--- config.mk ---
export PLATFORM = sky130hd
export DESIGN_NAME = rv_hazard_scoreboard_flat
export DESIGN_NICKNAME = d
export VERILOG_FILES = /design/src/rtl/rv_hazard_scoreboard_if.sv /design/src/rtl/rv_hazard_scoreboard.sv /design/src/flat_wrapper.sv
export SDC_FILE = /design/constraint.sdc
export NUM_CORES = 1
export LEC_CHECK = 0
export ABC_CLOCK_PERIOD_IN_PS = 2700
export BUFFER_PORTS_ARGS = -buffer_cell sky130_fd_sc_hd__buf_2
export CAP_MARGIN = 25
export CORE_MARGIN = 2
export CORE_UTILIZATION = 45
export CTS_BUF_LIST = sky130_fd_sc_hd__clkbuf_8
export CTS_CLUSTER_DIAMETER = 50
export DETAILED_ROUTE_END_ITERATION = 8
export REMOVE_ABC_BUFFERS = 1
export SYNTH_ARGS = -nofsm -noshare
export SYNTH_HDL_FRONTEND = slang
export SYNTH_SLANG_ARGS = --single-unit
--- constraint.sdc ---
create_clock -name clk -period 2.7 [get_ports clk]
set_input_delay 0.135 -clock clk [delete_from_list [all_inputs] [get_ports clk]]
set_output_delay 0.135 -clock clk [all_outputs]
set_load 0.05 [all_outputs]
--- src/rtl/rv_hazard_scoreboard_if.sv ---
// ----------------------------------------------------------------------------
// rv_hazard_scoreboard_if
//   Bundle between the ID stage (master) and the hazard scoreboard (slave).
//   Master drives the decoded ID instruction, the EX flush and the
//   multi-cycle unit completion. The slave returns the stall / write-enable
//   controls and the pending-register debug view.
//
//   id_valid, id_rs1, id_rs2, id_rs1_used, id_rs2_used   ID source operands
//   id_rd, id_RegWEn, id_lat, id_mc                      ID destination info
//   flush                                                kill instr in ID
//   mc_done, mc_rd                                       MC unit completion
//   stall, PCWrite, IF_ID_Write, id_bubble, issue        pipeline controls
//   mc_busy, pending                                     status / debug
// ----------------------------------------------------------------------------
interface rv_hazard_scoreboard_if #(
    parameter int NREG   = 32,
    parameter int ADDR_W = $clog2(NREG),
    parameter int CNT_W  = 3
);
    logic              id_valid;
    logic [ADDR_W-1:0] id_rs1;
    logic [ADDR_W-1:0] id_rs2;
    logic              id_rs1_used;
    logic              id_rs2_used;
    logic [ADDR_W-1:0] id_rd;
    logic              id_RegWEn;
    logic [CNT_W-1:0]  id_lat;
    logic              id_mc;
    logic              flush;
    logic              mc_done;
    logic [ADDR_W-1:0] mc_rd;

    logic              stall;
    logic              PCWrite;
    logic              IF_ID_Write;
    logic              id_bubble;
    logic              issue;
    logic              mc_busy;
    logic [NREG-1:0]   pending;

    modport master (
        output id_valid, id_rs1, id_rs2, id_rs1_used, id_rs2_used,
               id_rd, id_RegWEn, id_lat, id_mc, flush, mc_done, mc_rd,
        input  stall, PCWrite, IF_ID_Write, id_bubble, issue, mc_busy, pending
    );

    modport slave (
        input  id_valid, id_rs1, id_rs2, id_rs1_used, id_rs2_used,
               id_rd, id_RegWEn, id_lat, id_mc, flush, mc_done, mc_rd,
        output stall, PCWrite, IF_ID_Write, id_bubble, issue, mc_busy, pending
    );
endinterface

--- src/rtl/rv_hazard_scoreboard.sv ---
// ----------------------------------------------------------------------------
// rv_hazard_scoreboard
//   ID-stage hazard controller for the 5-stage RV32 pipeline. Each
//   architectural register (except x0) has a countdown of cycles until its
//   pending result becomes forwardable; the all-ones code MC means "waiting
//   for the multi-cycle unit". One multi-cycle op (DIV/REM) may be
//   outstanding; its completion (mc_done/mc_rd) arrives independently of
//   issue and releases dependents in the same cycle.
//
//   clk, rst_n : clock (rising edge), asynchronous active-low reset
//   sb         : rv_hazard_scoreboard_if.slave (ID inputs, pipeline controls)
// ----------------------------------------------------------------------------
module rv_hazard_scoreboard #(
    parameter int NREG   = 32,
    parameter int ADDR_W = $clog2(NREG),
    parameter int CNT_W  = 3
) (
    input  logic                  clk,
    input  logic                  rst_n,
    rv_hazard_scoreboard_if.slave sb
);
    localparam logic [CNT_W-1:0] MC      = '1;
    localparam logic [CNT_W-1:0] LAT_MAX = MC - CNT_W'(1);

    logic [CNT_W-1:0] cnt     [NREG];
    logic [CNT_W-1:0] cnt_nxt [NREG];
    logic             mc_busy_q;

    logic             rs1_release, rs2_release;
    logic             hz1, hz2, hzmc;
    logic             stall, issue, wr_en;
    logic [CNT_W-1:0] lat_fin;

    // A completing multi-cycle op releases its destination in the same
    // cycle, so a dependent sitting in ID does not pay an extra stall.
    assign rs1_release = sb.mc_done && (sb.mc_rd == sb.id_rs1) && (cnt[sb.id_rs1] == MC);
    assign rs2_release = sb.mc_done && (sb.mc_rd == sb.id_rs2) && (cnt[sb.id_rs2] == MC);

    assign hz1  = sb.id_rs1_used && (sb.id_rs1 != '0) && (cnt[sb.id_rs1] != '0) && !rs1_release;
    assign hz2  = sb.id_rs2_used && (sb.id_rs2 != '0) && (cnt[sb.id_rs2] != '0) && !rs2_release;
    assign hzmc = sb.id_mc && mc_busy_q && !sb.mc_done;

    // A flushed instruction is dead, so it never waits on anything.
    assign stall = sb.id_valid && !sb.flush && (hz1 || hz2 || hzmc);
    assign issue = sb.id_valid && !stall && !sb.flush;
    assign wr_en = issue && sb.id_RegWEn && (sb.id_rd != '0);

    // The MC code is reserved; a finite latency saturates just below it.
    assign lat_fin = (sb.id_lat == MC) ? LAT_MAX : sb.id_lat;

    assign sb.stall       = stall;
    assign sb.issue       = issue;
    assign sb.PCWrite     = !stall;
    assign sb.IF_ID_Write = !stall;
    assign sb.id_bubble   = stall || sb.flush || !sb.id_valid;
    assign sb.mc_busy     = mc_busy_q;

    always_comb begin
        for (int r = 0; r < NREG; r++) begin
            sb.pending[r] = (cnt[r] != '0);
        end
    end

    // Next countdown per register. Later assignments win, giving the
    // priority issue write > mc_done clear > decrement.
    // NOTE: every always_comb target gets a default first so no path leaves
    // it unassigned; otherwise synthesis infers a latch.
    always_comb begin
        for (int r = 0; r < NREG; r++) begin
            cnt_nxt[r] = cnt[r];
            if (cnt[r] != '0 && cnt[r] != MC) begin
                cnt_nxt[r] = cnt[r] - CNT_W'(1);
            end
            if (sb.mc_done && sb.mc_rd == ADDR_W'(r) && cnt[r] == MC) begin
                cnt_nxt[r] = '0;
            end
            // WAW: keep whichever wait is longer (an older MC wait survives).
            if (wr_en && sb.id_rd == ADDR_W'(r)) begin
                if (sb.id_mc) begin
                    cnt_nxt[r] = MC;
                end else if (lat_fin > cnt_nxt[r]) begin
                    cnt_nxt[r] = lat_fin;
                end
            end
            if (r == 0) begin
                cnt_nxt[r] = '0;
            end
        end
    end

    // NOTE: the countdown array is reset like any other state because a reset
    // must discard every pending write; it is small flop storage, not RAM.
    // NOTE: sequential state uses non-blocking assignments so every register
    // samples pre-edge values regardless of statement order.
    always_ff @(posedge clk or negedge rst_n) begin
        if (!rst_n) begin
            for (int r = 0; r < NREG; r++) begin
                cnt[r] <= '0;
            end
            mc_busy_q <= 1'b0;
        end else begin
            for (int r = 0; r < NREG; r++) begin
                cnt[r] <= cnt_nxt[r];
            end
            // A new MC issue in the completion cycle keeps the unit busy.
            if (issue && sb.id_mc) begin
                mc_busy_q <= 1'b1;
            end else if (sb.mc_done) begin
                mc_busy_q <= 1'b0;
            end
        end
    end
endmodule

--- src/flat_wrapper.sv ---
// flat-port wrapper written by rule: the top's interface ports become plain ports
module rv_hazard_scoreboard_flat 
#(
    parameter int NREG   = 32,
    parameter int ADDR_W = $clog2(NREG),
    parameter int CNT_W  = 3
)
  (clk, rst_n, sb_id_valid, sb_id_rs1, sb_id_rs2, sb_id_rs1_used, sb_id_rs2_used, sb_id_rd, sb_id_RegWEn, sb_id_lat, sb_id_mc, sb_flush, sb_mc_done, sb_mc_rd, sb_stall, sb_PCWrite, sb_IF_ID_Write, sb_id_bubble, sb_issue, sb_mc_busy, sb_pending);
  rv_hazard_scoreboard_if #(.NREG(NREG), .ADDR_W(ADDR_W), .CNT_W(CNT_W)) sb_i ();
  input  logic clk;
  input  logic rst_n;
  input wire logic [$bits(sb_i.id_valid)-1:0] sb_id_valid;
  input wire logic [$bits(sb_i.id_rs1)-1:0] sb_id_rs1;
  input wire logic [$bits(sb_i.id_rs2)-1:0] sb_id_rs2;
  input wire logic [$bits(sb_i.id_rs1_used)-1:0] sb_id_rs1_used;
  input wire logic [$bits(sb_i.id_rs2_used)-1:0] sb_id_rs2_used;
  input wire logic [$bits(sb_i.id_rd)-1:0] sb_id_rd;
  input wire logic [$bits(sb_i.id_RegWEn)-1:0] sb_id_RegWEn;
  input wire logic [$bits(sb_i.id_lat)-1:0] sb_id_lat;
  input wire logic [$bits(sb_i.id_mc)-1:0] sb_id_mc;
  input wire logic [$bits(sb_i.flush)-1:0] sb_flush;
  input wire logic [$bits(sb_i.mc_done)-1:0] sb_mc_done;
  input wire logic [$bits(sb_i.mc_rd)-1:0] sb_mc_rd;
  output wire logic [$bits(sb_i.stall)-1:0] sb_stall;
  output wire logic [$bits(sb_i.PCWrite)-1:0] sb_PCWrite;
  output wire logic [$bits(sb_i.IF_ID_Write)-1:0] sb_IF_ID_Write;
  output wire logic [$bits(sb_i.id_bubble)-1:0] sb_id_bubble;
  output wire logic [$bits(sb_i.issue)-1:0] sb_issue;
  output wire logic [$bits(sb_i.mc_busy)-1:0] sb_mc_busy;
  output wire logic [$bits(sb_i.pending)-1:0] sb_pending;
  assign sb_i.id_valid = sb_id_valid;
  assign sb_i.id_rs1 = sb_id_rs1;
  assign sb_i.id_rs2 = sb_id_rs2;
  assign sb_i.id_rs1_used = sb_id_rs1_used;
  assign sb_i.id_rs2_used = sb_id_rs2_used;
  assign sb_i.id_rd = sb_id_rd;
  assign sb_i.id_RegWEn = sb_id_RegWEn;
  assign sb_i.id_lat = sb_id_lat;
  assign sb_i.id_mc = sb_id_mc;
  assign sb_i.flush = sb_flush;
  assign sb_i.mc_done = sb_mc_done;
  assign sb_i.mc_rd = sb_mc_rd;
  assign sb_stall = sb_i.stall;
  assign sb_PCWrite = sb_i.PCWrite;
  assign sb_IF_ID_Write = sb_i.IF_ID_Write;
  assign sb_id_bubble = sb_i.id_bubble;
  assign sb_issue = sb_i.issue;
  assign sb_mc_busy = sb_i.mc_busy;
  assign sb_pending = sb_i.pending;
  rv_hazard_scoreboard #(.NREG(NREG), .ADDR_W(ADDR_W), .CNT_W(CNT_W)) u_core (.clk(clk), .rst_n(rst_n), .sb(sb_i));
endmodule
==> qor.csv <==
metric,value,unit
violations,setup timing,
setup_slack,-483.8,ps
sw_frac_of_total,0.4842,
syn_avg_cell_area,8.130,um^2
post-route-min-period,3184,ps
dpl.hpwl,35510,um
finClkSkew,15.45,ps
die_x,165.0,um
critPathBufInv,3,
antenna_found_initial,0,
fin_nets,2029,
crit_arrival,3050,ps
fmax,314.1,MHz
cts.sinks,94,
intPower,11.74,mW
start_kind,flop,
p_total,22.76,mW
grt.overflow.total,0,
rsz0062_at_grt,yes,
tightest_slew,1138,ps
placeableCoreArea,25330,um^2
die_h,165.0,um
numCtsBuffers,9,
grt_pass1_wl,69390,um
p_comb_frac,0.819,
crit_slowest_cell,mux4_2,
p_leak,7.885,nW
synthTopCellsByCount,"ha_1, a21oi_1, inv_1",
hold_class,input port to flop,
insertion_delay,400,ps
pwr-share-clk,0.049,
seqPwrFrac,0.132,
grt_max_degree,62,
pwr_density_cell,1419,nW/um^2
yosys_register_bits,94,
crit_family,simple AND/OR/NAND/NOR gates,
avgViaCountPerCell,5.953,
switching_power,11.02,mW
dp.cells,2097,
yosys_most_used_dff,dfrtp_1,
ys_async_sr_fraction,1.000,
io_buffers,68,
path_clk_slew,110,ps
h-tree-depth,3,
yosys.cell_types.count,64,
pre_cts_ws,-512.8,ps
area_delta_synth_final,37.51,%
drc,0,
peakVddDrop,861.2,uV
grt_usage,0.3400,
post_layout_nonfiller_instances,2148,
grt_pass1_vias,12169,
gp_congestion,1.011,
final-max-slew-violation-count,0,
synth-edff-count,0,
fin_crit_sh,1.179,
slew-limit-headroom,0.2358,
cp_max_fo,5,
final.setup.tns,-37570,ps
status,"complete, but fails checks",
initial_utilization,0.4606,
yosys-top-cells-area,"dfrtp_1, ha_1, a21oi_1",
drtIter0Drc,1165,
crit_required,2570,ps
setup_viol,99,
yosysMostFrequentCell,ha_1,
dieArea,27230,um^2
hold-worst-slack,187.9,ps
firstDrtPassIters,5,
syn_area,11670,um^2
worstSetupEndpointType,output port,
path_class,flop to output port,
clock-root-buffer,clkbuf_8,
routedWlPerCell,21.42,um
ios,70,
synth_warnings,0,
synth_cells,1435,
crit_chain,"buf_4, mux4_2, a22oi_2, a21oi_2, a31oi_4, nand3_2, nor3b_4, or2_4, nor2b_4, inv_2, buf_8",
seq_area_frac_synth,0.2016,
critPathMaxStageDelay,470,ps
synth.top_cell.area_share,0.2016,
clockBufferDepth,2,
maxCapViolCount,0,
drt-total-wl,46000,um
drive_above_1_share,0.3282,
rows,58,
cts_tree,built,
antenna_left,0,
yosysTopAreaCell,dfrtp_1,
vias,12787,
hold_violations,0,
==> routing by layer <==
layer  share of wire  vias up  GRT usage
li1                -     5977          -
met1            0.43     6100     0.4646
met2            0.44      603     0.5384
met3           0.094      107    0.06153
met4           0.035        0     0.1221
met5               0        -          0
==> what timing repair did <==
item	4_1_cts	5_1_grt
hold buffers	1	0
pin swaps	45	38
buffers inserted	25	9
gates resized for setup	133	55
setup endpoints to repair	99	99
hold endpoints to repair	33	0
cloned	8	0
==> path summary, 6_finish.rpt <==
path | start | to | slack [ps] | cells after the start
max | u_core.cnt[2] | sb_id_bubble | -480 | 11
min | sb_id_rd[0] | u_core.cnt[29] | 190 | 3
max reg2reg | u_core.cnt[2] | u_core.cnt[10] | -480 | 14
min reg2reg | u_core.cnt[30] | u_core.cnt[30] | 800 | 4
max in group asynchronous | rst_n | u_core.cnt[35] | 1710 | 3
min in group asynchronous | rst_n | u_core.cnt[21] | 240 | 2
==> kinds of logic after synthesis <==
family	after synthesis	synth area share
compound gates	453	0.2417
simple gates	396	0.1665
buf+inv	228	0.08065
fa+ha+maj	186	0.1995
flops	94	0.2016
mux	67	0.1022
xor+xnor	10	0.007508
other cells	1	0.0003214
==> sequential cells by signal (all words and copies together), names as in the netlist <==
signal and cells:
u_core.cnt 93, u_core.sb.mc_busy 1
==> power groups by stage <==
stage	clock network, mW	registers [mW]	logic [mW]
2_1_floorplan	0	2.86	10.2
3_3_place_gp	0	2.96	16.7
3_5_place_dp	0	2.96	17.2
4_1_cts	1.11	2.94	17.9
5_1_grt	1.18	3.02	20.6
6_report	1.11	3.01	18.6
==> final cells by class <==
cell class	count	area (um^2)
diodes	2	5.005
clock buffers	9	123.9
clock inverters	7	95.09
fillers	2230	9285
inverters	170	640.6
multi-input cells	1113	8975
flip-flops and latches	94	2357
well taps	330	412.9
repair buffers	423	3432
==> per-stage QoR <==
step / instance area [um^2] / util
floorplan: 11360 / -
global placement: 14640 / 0.5781
detailed placement: 14640 / 0.5781
CTS: 15800 / 0.6240
global route: 16040 / 0.6332
finish: 16040 / 0.6334
==> worst reg2reg max path, stage by stage (launching register included) <==
cell     delay, ps
dfrtp_1        440
buf_4          160
mux4_2         470
a22oi_2        270
a21oi_2        130
a31oi_4        210
nor4_4          60
nor3b_4        310
buf_4          210
nor3_4          50
buf_12         150
buf_4          140
buf_12         140
and4_1         150
nor3_1         190
==> cell usage in the layout (no fill, tap or decap), drive strengths merged, types with 9 or more instances in the layout <==
cell type / netlist / final
a31oi: 82 / 82
clkbuf: 34 / 9
a21o: 50 / 50
a2bb2oi: 11 / 11
a21oi: 172 / 172
dfrtp: 94 / 94
ha: 186 / 186
nor2: 71 / 71
inv: 170 / 172
mux2: 10 / 10
nand2b: 11 / 11
nor3: 32 / 32
buf: 24 / 422
o21a: 13 / 13
mux4: 38 / 38
nand3: 21 / 21
and4: 21 / 21
o21ai: 49 / 49
o22a: 11 / 11
nand2: 167 / 167
nor2b: 15 / 15
or2: 20 / 20
mux2i: 19 / 19
Note: power is estimated with default switching activity, not from simulation.
